--- src/rtl/sdi_trs_detector_pkg.sv ---
// ---------------------------------------------------------------------------
// sdi_trs_detector_pkg
// Shared definitions for the SDI TRS detector:
//   - TRS preamble word values (3FF 000 000 precedes every XYZ word)
//   - detector state encoding
//   - XYZ protection-bit check helper
// ---------------------------------------------------------------------------
package sdi_trs_detector_pkg;

  localparam logic [9:0] TRS_PRE0 = 10'h3FF;
  localparam logic [9:0] TRS_PRE1 = 10'h000;

  typedef enum logic [1:0] {
    ST_SEARCH = 2'd0,
    ST_VERIFY = 2'd1,
    ST_LOCKED = 2'd2,
    ST_FAIL   = 2'd3
  } trs_state_e;

  // XYZ layout: b9=1, b8=F, b7=V, b6=H, b5..b2 = protection, b1:0 = 00.
  function automatic logic xyz_prot_ok(input logic [9:0] w);
    logic f;
    logic v;
    logic h;
    f = w[8];
    v = w[7];
    h = w[6];
    return (w[9] == 1'b1) && (w[1:0] == 2'b00) &&
           (w[5] == (v ^ h)) && (w[4] == (f ^ h)) &&
           (w[3] == (f ^ v)) && (w[2] == (f ^ v ^ h));
  endfunction

endpackage

--- src/rtl/sdi_trs_detector_xyz_decode.sv ---
// ---------------------------------------------------------------------------
// sdi_trs_detector_xyz_decode
// Keeps a 3-deep history of valid words; the word following 3FF 000 000 is
// the XYZ word, whose protection bits are checked here. All outputs are
// registered (one cycle after the word is accepted).
// Ports:
//   clk, rst      clock, synchronous active-high reset
//   clr           restart: drops the word of this cycle, clears the history
//   data, valid   word stream and qualifier
//   vld           registered copy of valid (word was processed last cycle)
//   is_eav/is_sav valid XYZ with H=1 / H=0 (1-cycle pulses)
//   xyz_err       preamble seen but XYZ protection wrong (1-cycle pulse)
//   f, v          F and V bits of the last valid XYZ
// ---------------------------------------------------------------------------
module sdi_trs_detector_xyz_decode
  import sdi_trs_detector_pkg::*;
(
  input  logic       clk,
  input  logic       rst,
  input  logic       clr,
  input  logic [9:0] data,
  input  logic       valid,
  output logic       vld,
  output logic       is_eav,
  output logic       is_sav,
  output logic       xyz_err,
  output logic       f,
  output logic       v
);

  logic [2:0][9:0] hist_r;   // [2] oldest, [0] newest
  logic            pre_s;
  logic            ok_s;
  logic            vld_r;
  logic            eav_r;
  logic            sav_r;
  logic            err_r;
  logic            f_r;
  logic            v_r;

  assign pre_s = (hist_r[2] == TRS_PRE0) && (hist_r[1] == TRS_PRE1) &&
                 (hist_r[0] == TRS_PRE1);
  assign ok_s  = xyz_prot_ok(data);

  // History shift register and registered decode results.
  always_ff @(posedge clk) begin
    if (rst) begin
      hist_r <= '0;
      vld_r  <= 1'b0;
      eav_r  <= 1'b0;
      sav_r  <= 1'b0;
      err_r  <= 1'b0;
      f_r    <= 1'b0;
      v_r    <= 1'b0;
    end else if (clr) begin
      // F/V keep the last accepted XYZ; only the search context is dropped.
      hist_r <= '0;
      vld_r  <= 1'b0;
      eav_r  <= 1'b0;
      sav_r  <= 1'b0;
      err_r  <= 1'b0;
    end else if (valid) begin
      hist_r <= {hist_r[1:0], data};
      vld_r  <= 1'b1;
      eav_r  <= pre_s && ok_s && data[6];
      sav_r  <= pre_s && ok_s && !data[6];
      err_r  <= pre_s && !ok_s;
      if (pre_s && ok_s) begin
        f_r <= data[8];
        v_r <= data[7];
      end
    end else begin
      vld_r <= 1'b0;
      eav_r <= 1'b0;
      sav_r <= 1'b0;
      err_r <= 1'b0;
    end
  end

  assign vld     = vld_r;
  assign is_eav  = eav_r;
  assign is_sav  = sav_r;
  assign xyz_err = err_r;
  assign f       = f_r;
  assign v       = v_r;

endmodule

--- src/rtl/sdi_trs_detector.sv ---
// ---------------------------------------------------------------------------
// sdi_trs_detector
// Finds TRS sequences in a word-aligned 10-bit SDI stream, checks EAV-to-EAV
// spacing and reports lock. n_align_o asks the aligner to slip; the aligner
// restarts the search with detector_rst_i.
// Ports:
//   sys_clk, rst     clock, synchronous active-high reset
//   data_i, valid_i  deserialised word and qualifier
//   detector_rst_i   restart request from the aligner
//   n_align_o        FAIL state (held until detector_rst_i)
//   locked_o         LOCKED state
//   eav_o, sav_o     valid EAV / SAV XYZ accepted (1-cycle pulses)
//   xyz_err_o        XYZ with bad protection after a preamble (pulse)
//   field_o          F bit of the last valid XYZ
//   vblank_o         V bit of the last valid XYZ
// The counters and FSM run on the decoder's registered outputs, so the whole
// timing chain is shifted by one word-cycle relative to data_i.
// ---------------------------------------------------------------------------
module sdi_trs_detector
  import sdi_trs_detector_pkg::*;
#(
  parameter int LINE_WORDS    = 1650,
  parameter int LOCK_LINES    = 3,
  parameter int MISS_LINES    = 2,
  parameter int TIMEOUT_WORDS = 3400
) (
  input  logic       sys_clk,
  input  logic       rst,
  input  logic [9:0] data_i,
  input  logic       valid_i,
  input  logic       detector_rst_i,
  output logic       n_align_o,
  output logic       locked_o,
  output logic       eav_o,
  output logic       sav_o,
  output logic       xyz_err_o,
  output logic       field_o,
  output logic       vblank_o
);

  localparam int CNT_W  = $clog2(TIMEOUT_WORDS + 2);
  localparam int GOOD_W = $clog2(LOCK_LINES + 1);
  localparam int MISS_W = $clog2(MISS_LINES + 1);

  logic dec_vld_s;
  logic dec_eav_s;
  logic dec_sav_s;
  logic dec_err_s;
  logic dec_f_s;
  logic dec_v_s;

  trs_state_e        state_r;
  trs_state_e        state_next_s;
  logic [CNT_W-1:0]  cnt_r;
  logic [CNT_W-1:0]  cnt_next_s;
  logic [CNT_W-1:0]  cnt_inc_s;
  logic [CNT_W-1:0]  cnt_sat_s;
  logic [GOOD_W-1:0] good_r;
  logic [GOOD_W-1:0] good_next_s;
  logic [GOOD_W-1:0] good_inc_s;
  logic [MISS_W-1:0] miss_r;
  logic [MISS_W-1:0] miss_next_s;
  logic [MISS_W-1:0] miss_inc_s;
  logic              pend_r;       // miss already charged to this line
  logic              pend_next_s;
  logic              slot_s;
  logic              n_align_s;
  logic              locked_s;

  sdi_trs_detector_xyz_decode u_decode (
    .clk     (sys_clk),
    .rst     (rst),
    .clr     (detector_rst_i),
    .data    (data_i),
    .valid   (valid_i),
    .vld     (dec_vld_s),
    .is_eav  (dec_eav_s),
    .is_sav  (dec_sav_s),
    .xyz_err (dec_err_s),
    .f       (dec_f_s),
    .v       (dec_v_s)
  );

  assign cnt_inc_s  = cnt_r + CNT_W'(1);
  assign cnt_sat_s  = (cnt_r == CNT_W'(TIMEOUT_WORDS)) ? cnt_r : cnt_inc_s;
  assign good_inc_s = good_r + GOOD_W'(1);
  assign miss_inc_s = miss_r + MISS_W'(1);
  assign slot_s     = dec_vld_s && (cnt_inc_s == CNT_W'(LINE_WORDS));

  // State and counter registers.
  always_ff @(posedge sys_clk) begin
    if (rst) begin
      state_r <= ST_SEARCH;
      cnt_r   <= '0;
      good_r  <= '0;
      miss_r  <= '0;
      pend_r  <= 1'b0;
    end else begin
      state_r <= state_next_s;
      cnt_r   <= cnt_next_s;
      good_r  <= good_next_s;
      miss_r  <= miss_next_s;
      pend_r  <= pend_next_s;
    end
  end

  // Next-state and counter update for each processed word.
  always_comb begin
    state_next_s = state_r;
    cnt_next_s   = cnt_r;
    good_next_s  = good_r;
    miss_next_s  = miss_r;
    pend_next_s  = pend_r;
    if (detector_rst_i) begin
      state_next_s = ST_SEARCH;
      cnt_next_s   = '0;
      good_next_s  = '0;
      miss_next_s  = '0;
      pend_next_s  = 1'b0;
    end else if (dec_vld_s && (state_r != ST_FAIL)) begin
      if (dec_eav_s) begin
        cnt_next_s = '0;
      end else begin
        cnt_next_s = cnt_sat_s;
      end
      case (state_r)
        ST_SEARCH: begin
          if (dec_eav_s) begin
            state_next_s = ST_VERIFY;
            good_next_s  = '0;
          end else if (cnt_next_s == CNT_W'(TIMEOUT_WORDS)) begin
            state_next_s = ST_FAIL;
          end else begin
            state_next_s = ST_SEARCH;
          end
        end
        ST_VERIFY: begin
          if (dec_eav_s && slot_s) begin
            good_next_s = good_inc_s;
            if (good_inc_s == GOOD_W'(LOCK_LINES)) begin
              state_next_s = ST_LOCKED;
              miss_next_s  = '0;
              pend_next_s  = 1'b0;
            end else begin
              state_next_s = ST_VERIFY;
            end
          end else if (dec_eav_s) begin
            // Wrong spacing: restart verification from this EAV.
            good_next_s  = '0;
            state_next_s = ST_VERIFY;
          end else if (cnt_next_s == CNT_W'(TIMEOUT_WORDS)) begin
            state_next_s = ST_FAIL;
          end else begin
            state_next_s = ST_VERIFY;
          end
        end
        ST_LOCKED: begin
          if (slot_s) begin
            // Flywheel: the line always restarts at the expected slot.
            cnt_next_s  = '0;
            pend_next_s = 1'b0;
            if (dec_eav_s) begin
              miss_next_s = '0;
            end else if (pend_r) begin
              // An early EAV already charged this line; do not count it twice.
              miss_next_s = miss_r;
            end else begin
              miss_next_s = miss_inc_s;
            end
          end else if (dec_eav_s) begin
            // Misplaced EAV does not move the line timing.
            cnt_next_s  = cnt_sat_s;
            miss_next_s = miss_inc_s;
            pend_next_s = 1'b1;
          end else begin
            miss_next_s = miss_r;
          end
          if (miss_next_s == MISS_W'(MISS_LINES)) begin
            state_next_s = ST_FAIL;
          end else begin
            state_next_s = ST_LOCKED;
          end
        end
        default: begin
          state_next_s = state_r;
        end
      endcase
    end else begin
      state_next_s = state_r;
    end
  end

  // Status outputs decoded from the state register.
  always_comb begin
    n_align_s = 1'b0;
    locked_s  = 1'b0;
    case (state_r)
      ST_LOCKED: locked_s  = 1'b1;
      ST_FAIL:   n_align_s = 1'b1;
      default: begin
        n_align_s = 1'b0;
        locked_s  = 1'b0;
      end
    endcase
  end

  assign n_align_o = n_align_s;
  assign locked_o  = locked_s;
  assign eav_o     = dec_eav_s;
  assign sav_o     = dec_sav_s;
  assign xyz_err_o = dec_err_s;
  assign field_o   = dec_f_s;
  assign vblank_o  = dec_v_s;

endmodule

--- config.mk ---
export PLATFORM = sky130hd
export DESIGN_NAME = sdi_trs_detector
export DESIGN_NICKNAME = d
export VERILOG_FILES = /design/src/rtl/sdi_trs_detector_pkg.sv /design/src/rtl/sdi_trs_detector_xyz_decode.sv /design/src/rtl/sdi_trs_detector.sv
export SDC_FILE = /design/constraint.sdc
export NUM_CORES = 1
export LEC_CHECK = 0
export ABC_AREA = 1
export ABC_CLOCK_PERIOD_IN_PS = 2200
export BUFFER_PORTS_ARGS = -buffer_cell sky130_fd_sc_hd__buf_2
export CAP_MARGIN = 40
export CORE_MARGIN = 5
export CORE_UTILIZATION = 23
export DETAILED_ROUTE_END_ITERATION = 7
export GPL_ROUTABILITY_DRIVEN = 0
export GPL_TIMING_DRIVEN = 0
export PLACE_DENSITY = 0.43
export SKIP_LAST_GASP = 1
export SLEW_MARGIN = 20
export SYNTH_ARGS = -nofsm -noshare
export SYNTH_HDL_FRONTEND = slang
export SYNTH_SLANG_ARGS = --single-unit
export TNS_END_PERCENT = 20
--- constraint.sdc ---
create_clock -name sys_clk -period 2.2 [get_ports sys_clk]
set_clock_uncertainty 0.2 [all_clocks]
set_input_delay 0.22 -clock sys_clk [delete_from_list [all_inputs] [get_ports sys_clk]]
set_output_delay 0.22 -clock sys_clk [all_outputs]
set_load 0.02 [all_outputs]
-- Word-level counts from Yosys, hierarchy flattened
Index checks and enable logic that the tools add are counted.
Widths: inputs -> output; s select.
- flip-flop bits (word level): 55
- bits of input ports: 14
- output and inout bits: 7
- logic and storage cells: 106
- $add $sub $neg: 3
- eq/ne operators: 17
- mux-type cells: 36
- bitwise gates (word level): 6
- reduce and logical (&&, ||, !) cells: 30
- operators by type and width (cell ; number):
    $mux 12 ; 7
    $mux 2 ; 17
    $eq 12x12->1 const B ; 2
    $logic_not 10->1 ; 2
    $logic_and 1x1->1 ; 14
    $add 12x1->12 const B ; 1
    $eq 12x11->1 const B ; 1
    $eq 10x10->1 const B ; 1
    $eq 2x2->1 const B ; 4
    $mux 1 ; 8
    $pmux 2 s2 ; 2
    $ne 2x2->1 const B ; 3
    $pmux 2 s3 ; 1
    $reduce_and 5->1 ; 1
    $add 2x1->2 const B ; 2
    $eq 1x1->1 ; 4
    $logic_not 2->1 ; 2
    $reduce_and 2->1 ; 2
    $reduce_and 4->1 ; 1
    $reduce_bool 2->1 ; 2
    $xor 1x1->1 ; 4
    $ne 3x2->1 const B ; 1
    $reduce_and 3->1 ; 1
    $reduce_bool 3->1 ; 1
    other kinds (6) ; 8

-- Logic depth before layout (Yosys ltp)
Gate-level depths: netlist of the first run.
- depth after elaboration: 10
- mapped depth: 17
- gate-level depth less buffers: 17

-- Modules after synthesis
A second synthesis of the first run with hierarchy kept.
- cells, all modules: 461
- area, all modules: 3006.6 sq um
- modules (own cells, without submodules) (module ; times used ; cells an instance ; area each (sq um) ; seq. area each (sq um)):
    sdi_trs_detector ; 1 ; 262 ; 1564.0 ; 380.4
    sdi_trs_detector_xyz_decode ; 1 ; 199 ; 1442.6 ; 720.7

-- Worst setup path before layout of the first run
Ideal clock, no wire load.
- path kind: reg2reg
- from: register cnt_r[0]
- to: register miss_r[0]
- setup time: 0.131 ns
- data arrival time: 1.753 ns
- data required time: 1.869 ns
- setup slack: 0.116 ns
- stages on the path, launching flop included: 15
- path buffers: 0
- clock period less this slack: 2.084 ns
- path through: dfxtp_1 > ha_1 > nand2_2 > nor2_2 > nand2_1 > nand2_1 > nand2_1 > nor2_1 > nand2_1 > nor2_2 > nand4_2 > a21oi_4 > nand2_1 > nand2_1 > a21oi_2
- longest elaborated chain between the ends: 8
- elaborated cells between the ends (all ways): 11
- those cells by class: add/sub (1); eq/ne (2); mux (5); reduce/logical (3)
- ends and longest elaborated chain (element ; line ; source):
    start, declared ; sdi_trs_detector.sv:54 ; logic [CNT_W-1:0] cnt_r;
    start signal, assigned ; sdi_trs_detector.sv:100 ; cnt_r <= cnt_next_s;
    $add 12x1->12 (*) ; sdi_trs_detector.sv:84 ; assign cnt_inc_s = cnt_r + CNT_W'(1);
    $eq 12x11->1 (*) ; sdi_trs_detector.sv:88 ; assign slot_s = dec_vld_s && (cnt_inc_s == CNT_W'(LINE_WORDS));
    $logic_and 1x1->1 (*) ; sdi_trs_detector.sv:88 ;
    $mux 2 ; sdi_trs_detector.sv:158 ; if (slot_s) begin
    $mux 2 ; sdi_trs_detector.sv:126 ; case (state_r)
    $mux 2 ; sdi_trs_detector.sv:120 ; end else if (dec_vld_s && (state_r != ST_FAIL)) begin
    $mux 2 ; sdi_trs_detector.sv:114 ; if (detector_rst_i) begin
    $pmux 2 s2 ; sdi_trs_detector.sv:126 ;
    end signal, assigned ; sdi_trs_detector.sv:102 ; miss_r <= miss_next_s;
    end, declared ; sdi_trs_detector.sv:61 ; logic [MISS_W-1:0] miss_r;
Mark *: on every way between the ends. The rest lies on a longest branch, timed or not. The select of a mux whose other input is x is not followed.
A chain may end at the register's enable or synchronous reset.

-- Worst setup path after layout of the first run
- from: register cnt_r[0]
- to: register cnt_r[2]
- longest elaborated chain between the ends: 8
- elaborated cells between the ends (all ways): 11
- those cells by class: add/sub (1); eq/ne (2); mux (7); reduce/logical (1)
- ends and longest elaborated chain (element ; line ; source):
    $add 12x1->12 or $eq 12x12->1 (tied branches) ; sdi_trs_detector.sv:84, sdi_trs_detector.sv:85 ;
    $mux 12 ; sdi_trs_detector.sv:85 ; assign cnt_sat_s = (cnt_r == CNT_W'(TIMEOUT_WORDS)) ? cnt_r : cnt_inc_s;
    $mux 12 ; sdi_trs_detector.sv:121 ; if (dec_eav_s) begin
    $mux 12 ; sdi_trs_detector.sv:120 ;
    $mux 12 ; sdi_trs_detector.sv:114 ;
    $mux 12 ; sdi_trs_detector.sv:170 ; end else if (dec_eav_s) begin
    $mux 12 ; sdi_trs_detector.sv:158 ;
    $mux 12 (*) ; sdi_trs_detector.sv:126 ;
Marked as above.

==> results of run 1 <==
[critical path: cells and delay by family (launching register included)]
| kind | cells | cell delay, ps |
|---|---|---|
| AO/OA/AOI/OAI | 2 | 160 |
| adder cells (fa/ha/maj) | 1 | 160 |
| buffers and inverters | 1 | 160 |
| flip-flops | 1 | 390 |
| AND/OR/NAND/NOR | 11 | 970 |
[sequential cells by signal, summed over array words and instances (netlist names), 2 cells and up]
| signal | count |
|---|---|
| cnt_r | 12 |
| good_r | 2 |
| miss_r | 2 |
| state_r | 2 |
| u_decode.hist_r | 30 |
[metrics by stage]
stage	setup WS, ps	cells	hold WS [ps]	util [%]
finish	18.6	643	6.44	29.7
floorplan	116	426	92.4	-
detailed placement	-252	617	255	25.8
global placement	-236	617	252	25.8
CTS	-6.15	636	3.54	28.6
global route	-116	643	13.3	29.7
[how the worst max path moves through the flow]
stage             start         to  slack (ps)  cells past startpoint
2_1_floorplan  cnt_r[0]  miss_r[0]         120                     14
3_3_place_gp   cnt_r[1]  cnt_r[11]        -240                     15
3_5_place_dp   cnt_r[0]   cnt_r[2]        -250                     15
4_1_cts        cnt_r[4]   cnt_r[2]          -6                     14
5_1_grt        cnt_r[0]   cnt_r[5]        -120                     14
6_report       cnt_r[0]   cnt_r[2]          20                     15
[cell type report]
type	instances	area (sq um)	area share, %
clock buffer	5	125	3.35
buffer	17	83.8	2.24
sequential	55	1120	29.9
tap	172	215	5.76
inverter	37	140	3.75
multi-input combinational	317	1750	46.8
timing repair buffer	37	255	6.83
clock inverter	3	50.0	1.34
[kinds of logic (layout without fill, tap and decap cells)]
logic type / count (synthesis) / in the layout / share of synthesized area, %
buf+inv: 54 / 99 / 7.47
simple gates: 225 / 225 / 34.6
xor+xnor: 9 / 9 / 2.69
compound gates: 75 / 75 / 14.2
flops: 55 / 55 / 37.5
fa+ha+maj: 8 / 8 / 3.41
[metal layers]
layer	track usage [%]	vias to the layer above	wire length (um)
met5	0	-	0
met4	3.01	0	116
met3	2.20	11	195
met2	18.6	34	3580
met1	14.7	1289	3920
li1	-	1489	-
[placed cells by master (no fill, tap or decap), types with 6 or more instances in the layout]
cell type      count
ha_1               7
a21oi_1           50
dlygate4sd3_1      7
buf_4             10
inv_1             32
nor2_1            22
nor3_1             7
nor2_4             9
buf_2             19
dfxtp_1           48
nor2_2             6
nand3_1           26
nand4_1           13
o21ai_0           13
clkbuf_1          12
nand2_1          110
nand2_2           15
[report_power, final]
| part | internal (uW) | switching (uW) | total [uW] | leakage, uW |
|---|---|---|---|---|
| Clock | 551 | 408 | 959 | 0.0000863 |
| Sequential | 1000 | 9.60 | 1010 | 0.000449 |
| Combinational | 47.0 | 85.3 | 132 | 0.000788 |
[timing repair]
action | in CTS | in global routing
endpoints found under the hold margin | 8 | 0
setup endpoints to repair | 19 | 21
gates cloned | 1 | 0
buffers inserted | 3 | 7
resized for setup | 23 | 28
hold buffers | 7 | 0
pin swaps | 5 | 9
==> results_dict.tcl, run 1 <==
set metrics [dict create \
    nFillCells 1380 \
    netlist-cell-type-count 36 \
    yosys_warnings 0 \
    numCtsBuffers 5 \
    cts_tree "built" \
    area_growth_pct 27.4 \
    die_h_um 123 \
    cts_root_buf "clkbuf_16" \
    postRouteAntennaNets 0 \
    synth.most_common_cell "nand2_1" \
    num_io_pins 21 \
    worstReg2RegEnd "cnt_r[2]" \
    grt_pass1_wl_um 13400 \
    synth_commonest_cells "118 x nand2_1, 55 x dfxtp_1, 50 x a21oi_1" \
    synth_edf_count 0 \
    syn_inst 426 \
    worstPathMaxFanout 6 \
    finalHoldViolCount 0 \
    nets 492 \
    drt_iter0_drc 149 \
    crit_chain "ha_4 > nand2_2 > nor2_4 > nand2_2 > nand2_4 > nand2_2 > nor2_4 > nand2_2 > nor2_4 > nand2_2 > nand2_2 > o21ai_4 > buf_6 > nand4_1 > a21oi_1" \
    min_to "u_decode.hist_r[9]" \
    synth_nets 448 \
    crit_path_frequent_cell "nand2_2" \
    period_minus_slack_ps 2180 \
    fmax_mhz 458 \
    gr-total-overflow 0 \
    setup_viol 0 \
    status "complete, no violations" \
    async_flop_share_pct 0 \
    worstReg2RegStart "cnt_r[0]" \
    max_stage_delay_ps 390 \
    core_sq_um 12600 \
    place_area_sq_um 3240 \
    finalCritPeriodShare_pct 99.2 \
    ys_dominant_reg_cell "dfxtp_1" \
    maxCapViolations 0 \
    syn_area_sq_um 2930 \
    cts_sinks 55 \
    startpoint_type "flip-flop" \
    routed_wl_um 7810 \
    grt_pass1_vias 2798 \
    powerDensity_nw_per_um2 563 \
    start_util_pct 23.3 \
    cts_max_path_buffers 2 \
    n_antenna_cell 0 \
    drtPass1Iterations 4 \
    rsz0062_at_grt "yes" \
    fin_setup_tns_ps 0 \
    r2r_slack_ps 20 \
    groute.usage.overall_pct 11.1 \
    dp_hpwl_um 5780 \
    fp.dieW_um 123 \
    required_ps 2170 \
    p_leak_uw 0.00132 \
    hold_start "data_i[9]" \
    slew-limit-headroom_pct 61.5 \
    antenna_found_initial 0 \
    crit_path_top_delay_cell "dfxtp_4" \
    wire_per_inst_um 12.1 \
    hp-class "in -> reg" \
    io_buffers 19 \
    die-area_sq_um 15100 \
    ir_drop_mv 0.419 \
    cp.arrival_ps 2150 \
    yosys.area.top_type "dfxtp_1" \
    path_class "reg -> reg" \
    drive_above_1_share_pct 21.0 \
    hold_depth 3 \
    clock_latency_ps 300 \
    rows 41 \
    synth-seq-cells 55 \
    synth.top_cell.area_share_pct 37.5 \
    synth_area_leaders "dfxtp_1 38%, nand2_1 15%, a21oi_1 8.5%" \
    clk_pin_slew_worst_paths_ps 80 \
    worstMarginPinSlew_ps 578 \
    via_per_inst 4.39 \
    synth-seq-area-share_pct 37.5 \
    cts_max_level 2 \
    slew_violations 0 \
    synth_area_per_cell_sq_um 6.88 \
    num_vias 2823 \
    reg2reg_depth 15 \
    drc 0 \
    critPathCaptureType "flip-flop" \
    stdcell_area_sq_um 3740 \
    power_uw 2110 \
    grt_max_degree 20 \
]
Note: power is estimated with default switching activity, not from simulation.
==> run 2, diff against run 1 <==
ABC_AREA = default   (was 1)
RECOVER_POWER = 25   (was default)
==> run 2 against run 1 <==
  * The flow now finishes with violations (hold timing, setup timing)
  * Maximum frequency is 16% lower
  * Worst setup slack worse by 420 ps
  * Sequential power is essentially flat
  * Global-route usage fell by 0.90 points
  * Register-to-register slack got worse by 420 ps
  * Synthesized cell count fell by 17%
  * Final area grew 7.7%
  * Sequential cell count unchanged
  * Via count decreased by 3.0%
  * Non-clock buffer count is 19 higher
  * Die area up 5.1%
  * Largest cell class unchanged
  * Highest routed layer unchanged
==> results_dict.tcl, run 2 <==
set metrics [dict create \
    ys_dominant_reg_cell "dfxtp_1" \
    stdcell_area_sq_um 4030 \
    dpl.cell_count 550 \
    grt_max_degree 19 \
    place_area_sq_um 3490 \
    fin_cells 590 \
    cp.arrival_ps 2590 \
    busiest_layer "met2" \
    grt_pass1_vias 2641 \
    use_met2_pct 16.7 \
    worstPathMaxFanout 6 \
    postRouteAntennaNets 0 \
    hold_depth 3 \
    yosys.area.top_type "dfxtp_1" \
    reg_top3 "u_decode.hist_r: 30 flops, cnt_r: 12 flops" \
    yosys_warnings 0 \
    area_growth_pct 30.0 \
    finalCritPeriodShare_pct 118 \
    drt_iter0_drc 186 \
    gr-total-overflow 0 \
    die_h_um 126 \
    status "finished, violations left" \
    drc 0 \
    hp-class "in -> reg" \
    syn_inst 355 \
    path_delay_family "simple AND/OR/NAND/NOR gates" \
    grt_util_met1_pct 14.6 \
    pre_cts_slack_ps -592 \
    num_io_pins 21 \
    antenna_found_initial 0 \
    numCtsBuffers 5 \
    reg2reg_depth 11 \
    crit_buf_inv 3 \
    num_vias 2737 \
    maxCapViolations 0 \
    dp_hpwl_um 5870 \
    setup_slack_ps -397 \
    n_antenna_cell 0 \
    async_flop_share_pct 0 \
    via_per_inst 4.64 \
    period_minus_slack_ps 2600 \
    fin_hold_ws_ps -0.316 \
    start_util_pct 23.4 \
    failed_checks "hold timing, setup timing" \
    largest_reg_flops 30 \
    synth-seq-cells 55 \
    fp.dieW_um 126 \
    crit_path_top_delay_cell "dfxtp_4" \
    rows 42 \
    fmax_mhz 385 \
    nets 435 \
    clk_pin_slew_worst_paths_ps 80 \
    netlist-cell-type-count 65 \
    synth.most_common_cell "nor2_1" \
    mostFrequentLayoutCell "nor2_1" \
    ir_drop_mv 0.328 \
    rsz0062_at_grt "yes" \
    critPathCaptureType "flip-flop" \
    synth_edf_count 0 \
    cts_tree "built" \
    wire_per_inst_um 14.2 \
    crit_chain "buf_12 > inv_1 > ha_1 > and4b_1 > nand4b_1 > buf_4 > a21oi_1 > and4_2 > a211o_1 > and3_1 > a32o_1" \
    syn_area_sq_um 3100 \
    top_register "u_decode.hist_r" \
    grtUsageMet3_pct 1.61 \
    clock_latency_ps 290 \
    synth.top_cell.area_share_pct 35.6 \
    worstMarginPinSlew_ps 742 \
    synth_area_per_cell_sq_um 8.72 \
    slew-limit-headroom_pct 50.5 \
    finalHoldViolCount 1 \
    cts_max_level 2 \
    required_ps 2190 \
    cts_sinks 55 \
    slew_violations 0 \
    die-area_sq_um 15900 \
    cts_root_buf "clkbuf_16" \
    most-common-layout-cells "57 x nor2_1, 50 x dfxtp_1, 34 x mux2i_1" \
    synth_commonest_cells "57 x nor2_1, 55 x dfxtp_1, 35 x mux2i_1" \
    powerDensity_nw_per_um2 494 \
    synth-seq-area-share_pct 35.6 \
    cts_max_path_buffers 2 \
    core_sq_um 13200 \
    synth_area_leaders "dfxtp_1 36%, mux2i_1 11%, nor2_1 6.9%" \
    fin_util_pct 30.4 \
    io_buffers 19 \
    path_class "reg -> reg" \
    drtPass1Iterations 4 \
    max_stage_delay_ps 390 \
    grt_pass1_wl_um 13600 \
    groute.usage.overall_pct 10.2 \
    startpoint_type "flip-flop" \
    p_leak_uw 0.00146 \
    setup_viol 17 \
    synth_nets 377 \
    cp.depth 11 \
    routed_wl_um 8390 \
    drive_above_1_share_pct 22.5 \
]
[run 2: cell types whose count changed in the layout (fill, tap and decap cells not counted), sizes merged, moves of 5 or more]
cell    before  now
a21oi       53   19
buf         34   51
clkbuf      18   24
inv         38   13
mux2i        0   35
nand2      128   20
nand2b       0    5
nand3       28   11
nand4       14    8
nor2        37   58
nor4         5   10
or3          0    5
[run 2: worst min-delay path: stages]
cell and delay, ps:
buf_2 100, mux2i_1 70, nor2_1 70
[run 2: report_power, final]
| part | internal, uW | switching (uW) |
|---|---|---|
| Combinational | 55.1 | 77.8 |
| Sequential | 1000 | 8.43 |
| Clock | 463 | 382 |
[run 2: area by class of cell]
class / count / area (sq um)
repair buffers: 51 / 394
inverters: 11 / 41.3
multi-input cells: 267 / 1970
fillers: 1390 / 9220
plain buffers: 22 / 133
well taps: 176 / 220
flip-flops and latches: 55 / 1110
clock inverters: 2 / 17.5
clock buffers: 6 / 139
[run 2: metrics by stage]
step	hold slack, ps	TNS [ps]	power (uW)
2_1_floorplan	92.4	-782	1110
3_3_place_gp	260	-8150	1160
3_5_place_dp	262	-8420	1160
4_1_cts	4.15	-4380	2020
5_1_grt	29.2	-7190	2070
6_report	-0.316	-4100	1990
[run 2: path summary, 6_finish.rpt]
kind	startpoint	to	slack (ps)
max	cnt_r[1]	state_r[0]	-400
min	data_i[2]	u_decode.hist_r[2]	-0.3
max reg2reg	cnt_r[1]	state_r[0]	-400
min reg2reg	miss_r[1]	miss_r[1]	300
[run 2: timing repair]
action / 4_1_cts / 5_1_grt
setup endpoints to repair: 17 / 21
gates resized for setup: 7 / 12
pin swaps: 10 / 9
endpoints found under the hold margin: 7 / 0
buffers inserted: 16 / 12
hold buffers: 4 / 0
[run 2: layer usage]
metal  vias up  share of wire, %
met4         0              0.80
met2        49                46
met1      1275                50
met5         -                 0
li1       1407                 -
met3         6               3.0
[run 2: cell families after synthesis]
group,count (synthesis),synth area share [%]
fa+ha+maj,8,3.23
mux,36,11.7
xor+xnor,6,1.70
buf+inv,33,4.69
simple gates,156,27.9
flops,55,35.6
compound gates,61,15.2
